**src/rtl/canvas_pixel_streamer_pkg.sv**
```systemverilog
// ============================================================================
// canvas_pkg : shared types and helpers for the canvas pixel streamer
// Rev 1.0
// ============================================================================
`default_nettype none

package canvas_pkg;

    typedef enum logic [1:0] {
        IDLE   = 2'd0,
        STREAM = 2'd1,
        DONE   = 2'd2
    } state_t;

    localparam int DEF_W = 28;
    localparam int DEF_H = 28;
    localparam int IDX_W = $clog2(DEF_W * DEF_H);

    function automatic int cell_idx(input int x, input int y, input int w);
        return y * w + x;
    endfunction

endpackage

`default_nettype wire

```
**src/rtl/canvas_pixel_streamer_brush_decode.sv**
```systemverilog
// ============================================================================
// canvas_brush_decode : anchor + brush size -> per-cell set/clear masks
// Rev 1.0
// ============================================================================
`default_nettype none

module canvas_brush_decode
    import canvas_pkg::*;
#(
    parameter int W  = 28,
    parameter int H  = 28,
    parameter int XW = $clog2(W),
    parameter int YW = $clog2(H)
) (
    input  logic [XW-1:0]  x,
    input  logic [YW-1:0]  y,
    input  logic           big,
    input  logic           val,
    output logic [W*H-1:0] set_mask,
    output logic [W*H-1:0] clr_mask,
    output logic           anchor_ok
);

    logic [W-1:0] col_hit;
    logic [H-1:0] row_hit;
    logic [XW:0]  x1;
    logic [YW:0]  y1;

    // One extra bit so x+1 / y+1 never wrap back onto column/row 0.
    assign x1 = {1'b0, x} + (XW+1)'(1);
    assign y1 = {1'b0, y} + (YW+1)'(1);

    assign anchor_ok = ({1'b0, x} < (XW+1)'(W)) && ({1'b0, y} < (YW+1)'(H));

    for (genvar gx = 0; gx < W; gx++) begin : g_col
        assign col_hit[gx] = ({1'b0, x} == (XW+1)'(gx)) || (big && (x1 == (XW+1)'(gx)));
    end

    for (genvar gy = 0; gy < H; gy++) begin : g_row
        assign row_hit[gy] = ({1'b0, y} == (YW+1)'(gy)) || (big && (y1 == (YW+1)'(gy)));
    end

    for (genvar gy = 0; gy < H; gy++) begin : g_cell_y
        for (genvar gx = 0; gx < W; gx++) begin : g_cell_x
            localparam int K = cell_idx(gx, gy, W);
            logic hit;
            assign hit         = anchor_ok & col_hit[gx] & row_hit[gy];
            assign set_mask[K] = hit & val;
            assign clr_mask[K] = hit & ~val;
        end
    end

endmodule

`default_nettype wire

```
**src/rtl/canvas_pixel_streamer.sv**
```systemverilog
// ============================================================================
// canvas_pixel_streamer : binary drawing canvas, streamed raster-order over
// a valid/ready pixel interface.   Rev 1.0
// ============================================================================
`default_nettype none

module canvas_pixel_streamer
    import canvas_pkg::*;
#(
    parameter int               W       = 28,
    parameter int               H       = 28,
    parameter int               PIX_W   = 8,
    parameter logic [PIX_W-1:0] PIX_ON  = 8'd255,
    parameter logic [PIX_W-1:0] PIX_OFF = 8'd0,
    parameter int               XW      = $clog2(W),
    parameter int               YW      = $clog2(H)
) (
    input  logic             clk,
    input  logic             rst,
    input  logic             i_draw_valid,
    input  logic [XW-1:0]    i_draw_x,
    input  logic [YW-1:0]    i_draw_y,
    input  logic             i_draw_val,
    input  logic             i_brush_big,
    input  logic             i_clear,
    input  logic             i_start,
    output logic [PIX_W-1:0] o_pixel,
    output logic             o_pixel_valid,
    input  logic             i_pixel_ready,
    output logic             o_busy,
    output logic             o_done,
    output logic [W*H-1:0]   o_canvas
);

    localparam int               N     = W * H;
    localparam int               CNT_W = $clog2(N);
    localparam logic [CNT_W-1:0] LAST  = CNT_W'(N - 1);

    state_t           state, state_nx;
    logic [CNT_W-1:0] idx, idx_nx;
    logic [N-1:0]     canvas;
    logic [N-1:0]     set_mask, clr_mask;
    logic             anchor_ok;
    logic             xfer;
    logic             draw_en;

    canvas_brush_decode #(
        .W  (W),
        .H  (H),
        .XW (XW),
        .YW (YW)
    ) u_brush (
        .x         (i_draw_x),
        .y         (i_draw_y),
        .big       (i_brush_big),
        .val       (i_draw_val),
        .set_mask  (set_mask),
        .clr_mask  (clr_mask),
        .anchor_ok (anchor_ok)
    );

    assign xfer    = (state == STREAM) && i_pixel_ready;
    // Canvas is frozen while a frame is in flight.
    assign draw_en = i_draw_valid && anchor_ok && (state != STREAM);

    always_comb begin
        state_nx = state;
        idx_nx   = idx;
        case (state)
            IDLE: begin
                idx_nx = '0;
                if (i_start && !i_clear) state_nx = STREAM;
            end
            STREAM: begin
                if (i_clear) begin
                    state_nx = IDLE;
                    idx_nx   = '0;
                end else if (xfer) begin
                    if (idx == LAST) begin
                        state_nx = DONE;
                        idx_nx   = '0;
                    end else begin
                        idx_nx = idx + CNT_W'(1);
                    end
                end
            end
            DONE: begin
                state_nx = IDLE;
                idx_nx   = '0;
            end
            default: begin
                state_nx = IDLE;
                idx_nx   = '0;
            end
        endcase
    end

    always_ff @(posedge clk or posedge rst) begin
        if (rst) begin
            state <= IDLE;
            idx   <= '0;
        end else begin
            state <= state_nx;
            idx   <= idx_nx;
        end
    end

    always_ff @(posedge clk or posedge rst) begin
        if (rst) begin
            canvas <= '0;
        end else if (i_clear) begin
            canvas <= '0;
        end else if (draw_en) begin
            canvas <= (canvas & ~clr_mask) | set_mask;
        end
    end

    assign o_pixel_valid = (state == STREAM);
    assign o_busy        = (state == STREAM);
    assign o_done        = (state == DONE);
    assign o_pixel       = ((state == STREAM) && canvas[idx]) ? PIX_ON : PIX_OFF;
    assign o_canvas      = canvas;

endmodule

`default_nettype wire
```
**config.mk**
```make
export PLATFORM = sky130hd
export DESIGN_NAME = canvas_pixel_streamer
export DESIGN_NICKNAME = d
export VERILOG_FILES = /design/src/rtl/canvas_pixel_streamer_pkg.sv /design/src/rtl/canvas_pixel_streamer_brush_decode.sv /design/src/rtl/canvas_pixel_streamer.sv
export SDC_FILE = /design/constraint.sdc
export NUM_CORES = 2
export LEC_CHECK = 0
export ABC_CLOCK_PERIOD_IN_PS = 82800
export BUFFER_PORTS_ARGS = -buffer_cell sky130_fd_sc_hd__buf_2
export CAP_MARGIN = 25
export CORE_AREA = 2 2 315 317
export DETAILED_ROUTE_END_ITERATION = 6
export DIE_AREA = 0 0 317 319
export HOLD_SLACK_MARGIN = 0.05
export SLEW_MARGIN = 30
export SYNTH_ARGS = -nofsm -noshare
export SYNTH_HDL_FRONTEND = slang
export SYNTH_SLANG_ARGS = --single-unit
```
**constraint.sdc**
```tcl
create_clock -name clk -period 82.8 [get_ports clk]
set_clock_uncertainty 0.05 [all_clocks]
set_input_delay 24.84 -clock clk [delete_from_list [all_inputs] [get_ports clk]]
set_output_delay 24.84 -clock clk [all_outputs]
set_load 0.005 [all_outputs]
```
### Word-level counts from Yosys, hierarchy flattened

Index checks and enable logic that the tools add are counted.

| operators by class | value |
|---|---|
| $add $sub $neg | 3 |
| $lt $le $gt $ge | 3 |
| equal/unequal tests | 115 |
| mux-type cells | 14 |
| bitwise logic cells | 2,384 |
| reduce and logical (&&, ||, !) cells | 126 |

Operators by type and width:

| cell | count |
|---|---|
| $and 1x1->1 | 2,380 |
| $mux 784 | 2 |
| $and 784x784->784 | 1 |
| $not 784->784 | 1 |
| $or 784x784->784 | 1 |
| $eq 6x5->1 const B | 24 |
| $eq 5x5->1 const B | 24 |
| $eq 6x4->1 const B | 16 |
| $eq 5x4->1 const B | 16 |
| $logic_and 1x1->1 | 62 |
| $logic_or 1x1->1 | 56 |
| $eq 6x3->1 const B | 8 |
| $eq 5x3->1 const B | 8 |
| $mux 10 | 4 |
| $eq 6x2->1 const B | 4 |
| $eq 5x2->1 const B | 4 |
| $add 5x1->6 const B | 2 |
| $eq 6x1->1 const B | 2 |
| $logic_not 6->1 | 2 |
| $lt 10x11->1 const B | 1 |
| $add 10x1->10 const B | 1 |
| $bmux 1 s10 | 1 |
| $eq 10x10->1 const B | 1 |
| $eq 5x1->1 const B | 2 |
| other kinds (16) | 22 |

| word-level totals | value |
|---|---|
| flip-flop bits (word level) | 796 |
| input bits | 18 |
| output and inout bits | 795 |

### Depth between registers and ports, before layout

| logic depth | value |
|---|---|
| word-level depth | 12 |
| depth in mapped cells | 15 |
| gate-level depth less buffers | 11 |

### Modules after synthesis

From an unflattened synthesis, not the netlist that was laid out.

| second synthesis, totals | value |
|---|---|
| cells, all modules | 6,205 |
| area, all modules | 50,084.3 sq um |

By module, submodules not included:

| module | times used | cells an instance | area each (sq um) | sequential area each (sq um) |
|---|---|---|---|---|
| canvas_pixel_streamer | 1 | 4,049 | 39,904.5 | 19,919.1 |
| canvas_brush_decode | 1 | 2,156 | 10,179.8 | 0.0 |

### Least setup slack after synthesis

No wires, ideal clock.

| timing path | value |
|---|---|
| kind | register -> output |
| start point | register idx[0] |
| end point | output port o_pixel[1] |
| arrival | 2,790 ps |
| required time | 57,910 ps |
| slack | 55,120 ps |
| cell stages (with the launch flop) | 15 |
| buffers on the path | 6 |
| cell sequence | dfrtp_1 -> buf_6 -> buf_12 -> buf_12 -> buf_12 -> buf_6 -> mux2i_1 -> a221oi_1 -> a21oi_1 -> o21ai_1 -> nand2_1 -> a2111oi_0 -> a311oi_1 -> nor4_2 -> buf_4 |

| on the way | value |
|---|---|
| longest elaborated chain between the ends | 4 |

RTL lines:

| item | line | source |
|---|---|---|
| start, declared | canvas_pixel_streamer.sv:40 | `logic [CNT_W-1:0] idx, idx_nx;` |
| start signal, assigned | canvas_pixel_streamer.sv:104 | `idx <= idx_nx;` |
| $bmux 1 s10 | canvas_pixel_streamer.sv:121 | `assign o_pixel = ((state == STREAM) && canvas[idx]) ? PIX_ON : PIX_OFF;` |
| $mux 1 (implied by the code) | canvas_pixel_streamer.sv:121 |  |
| $logic_and 1x1->1 | canvas_pixel_streamer.sv:121 |  |
| $mux 8 | canvas_pixel_streamer.sv:121 |  |
| end, declared | canvas_pixel_streamer.sv:27 | `output logic [PIX_W-1:0] o_pixel,` |

No other way between the ends. The select of a mux whose other input is x is not followed.

### Worst setup path in the final report

| timing path | value |
|---|---|
| start point | register idx[1] |
| end point | output port o_pixel[7] |

Same word-level chain as after synthesis.

==> results by group <==
Pwr
  – P_leak: approximately 0.023 uW
  – VDD IR max: between 15 and 20 uV
  – PwrDens: between 15 and 20 mW/mm^2

Drt
  – Routed Antenna Nets: 0
  – Initial DRC count: 5407
  – Routed Wire Length: approximately 200000 um
  – Avg Vias per Cell: 6.35
  – DRC: 0
  – TritonRoute pass-1 iters: 6
  – Post-DR wirelength/cell: roughly 32 um
  – Vias post-DR: roughly 40000

Synth
  – Number of flops mapped to enable cells by yosys: 0
  – Yosys reg bits: 796
  – Simple-gate share of the synthesized area: between 10% and 20%
  – Top post-synthesis cells by area: dfrtp_1 47%, o21ai_0 17%, nor2b_1 11%, mux4_2 9.1%, clkbuf_1 3.5%
  – Mapped cell area: 0.0421 sq mm
  – Mux contribution to synthesized area: between 10% and 20%
  – Share of Yosys cell area claimed by the top area cell type: a little under half
  – Largest family of logic cells by synthesized area: compound AO/OA/AOI/OAI gates
  – Synth Area in Compound Gates: 21.1%
  – Mean Syn Cell Area: about 9.7 sq um
  – Synth warnings: 0
  – Leading area contributor after synthesis: dfrtp_1
  – Adder-cell share of the synthesized area: less than 1%
  – Post-synthesis cell count: 4363
  – Xor and xnor fraction of the mapped netlist area: 0.0624%
  – Ys async rst share: 100%
  – Unique masters post-synth: 60
  – Syn Nets: 4384
  – Seq/Total Area, Yosys: 47.3%
  – Synth Flop Type: dfrtp_1

STA
  – Slew @ Worst Pin: approximately 1.2 ns
  – RSZ-0062 raised after global routing: false
  – Final Setup Violations: 0
  – Relative slew slack: 22.0%
  – FMAX: 32.1 MHz
  – Tmin final: just over 30 ns
  – Crit share post-route: 37.6%
  – Final hold viol count: 0
  – Worst-case hold slack: between 0.4 and 0.5 ns
  – Final TNS setup: 0 ns
  – Max Transition Viols Final: 0

Clocking
  – CTS tree: yes
  – Clock sink count: 796
  – TritonCTS buffer count: 91
  – CTS H-tree depth: 3
  – Post-CTS Setup Bufs: 0
  – Clock Tree Root: clkbuf_16
  – CTS resizes: 0
  – Worst skew pair latency: 0.68 ns
  – Cts hold-fix bufs: 0
  – CTS max path bufs: 3
  – Clk slew on worst S/H paths: roughly 0.06 ns

Floorplanning
  – Die area: 0.101 sq mm
  – Starting Density: a little over two fifths
  – Chip Width: between 300 and 400 um
  – Top Ports: about 800
  – Site Rows: 115
  – Die Height: between 300 and 400 um
  – Total core area: 0.0977 sq mm

Place
  – IO Port Bufs: between 800 and 900
  – Dpl hpwl: around 140000 um
  – Final GP Congestion: 0.935

Cells and area
  – P&R area growth vs syn: 18.6%
  – Share of post-route cells with drive strength above 1: a little over a quarter
  – # fillers: around 9100
  – Nets: between 4000 and 5000

Global route
  – Number of global-route vias before repair: around 37000
  – Largest net degree at the start of global routing: approximately 190
  – GR Overflow Total: 0
  – Total Routing Usage GR: about two fifths
  – Initial antenna violation count: 15
  – First-pass GRT wire length: around 280000 um

Run status
  – Status: completed

Flow run
  – Maxcap violations: 0

Worst setup path
  – Required time worst endpoint: 57.91 ns
  – CP Capture Type: primary output
  – Crit path max fanout: 43
  – Kind of critical path: reg2out
  – Crit start category: flop
  – Critical path arrival: just over 6 ns

Hold path
  – Path category of the worst min-delay check: reg2reg
## metrics by stage
step / area [sq um] / instances / setup slack, ns / utilization (%) / total power [uW]
3_5_place_dp: 46800 / 6091 / 52.54 / 47.9 / 443
4_1_cts: 49800 / 6258 / 51.83 / 51.0 / 857
2_1_floorplan: 42100 / 4363 / 35.56 / - / 429
3_3_place_gp: 46600 / 6087 / 52.60 / 47.7 / 442
5_1_grt: 49900 / 6269 / 51.53 / 51.1 / 877
6_report: 49900 / 6271 / 51.69 / 51.1 / 857
## flip-flops by register name, summed over array words and instances (netlist names)
signal and count:
state 2, idx 10, o_canvas 784
## cell families (layout without fill, tap and decap cells)
family / Yosys count / count (layout)
xor+xnor: 3 / 3
buf+inv: 471 / 1081
other cells: 0 / 11
compound gates: 1709 / 1709
mux: 269 / 269
simple gates: 1112 / 1112
fa+ha+maj: 3 / 3
flops: 796 / 796
## layout make-up
type	count	area, sq um	area share (%)
Tap cell	1287	1610	3.22
Timing Repair Buffer	901	4820	9.65
Antenna cell	11	27.5	0.0551
Inverter	13	57.6	0.115
Multi-Input combinational cell	3096	20400	40.9
Sequential cell	796	19900	39.9
Clock inverter	26	241	0.483
Clock buffer	141	2830	5.67
## where the power goes
group | total (uW) | switching [uW] | internal (uW)
sequential | 390 | 0.928 | 389
clock | 421 | 174 | 247
combinational | 46.3 | 37.5 | 8.74
## critical path, cell delays in order, from the launching register on
cell and delay (ns):
dfrtp_4 0.79, buf_4 0.69, buf_4 0.70, nor2b_4 0.79
a221oi_1 0.22, a221oi_1 0.34, a221oi_1 0.09, a31oi_1 0.49
nor3_1 0.21, nor4_2 0.61, nor4_2 0.11, buf_4 0.22
buf_2 0.14
## cell usage after synthesis (all sizes together), types with 23 or more instances
library cell / n
a21oi: 69
a22oi: 43
buf: 64
clkbuf: 394
dfrtp: 796
mux2i: 95
mux4: 171
nand2: 131
nand3: 73
nand4: 23
nor2: 70
nor2b: 739
o21ai: 1526
## cell usage in the layout, fill, tap and decap left out, drive strengths merged, types with 19 or more instances in the layout
cell type / netlist / layout
nor2: 70 / 70
nand2: 131 / 131
clkinv: 0 / 21
dfrtp: 796 / 796
nor3: 19 / 19
nor2b: 739 / 739
mux2i: 95 / 95
buf: 64 / 901
clkbuf: 394 / 141
a21oi: 69 / 69
nand3: 73 / 73
o21ai: 1526 / 1526
nand4: 23 / 23
mux4: 171 / 171
a22oi: 43 / 43
## final timing paths
check,startpoint,to,slack [ns],cells after the start
min,state[1],state[0],0.42,1
max,idx[1],o_pixel[7],51.69,12
max reg2reg,state[1],o_canvas[274],78.85,6
max in group asynchronous,rst,o_canvas[235],55.24,6
min in group asynchronous,rst,o_canvas[7],24.22,2
min reg2reg,state[1],state[0],0.42,1
## routing by layer
layer / share of wire, % / track usage, %
met1: 38 / 51.2
met2: 45 / 58.8
met3: 10 / 9.30
met4: 6.1 / 20.4
met5: 0.014 / 0
Note: power is estimated with default switching activity, not from simulation.
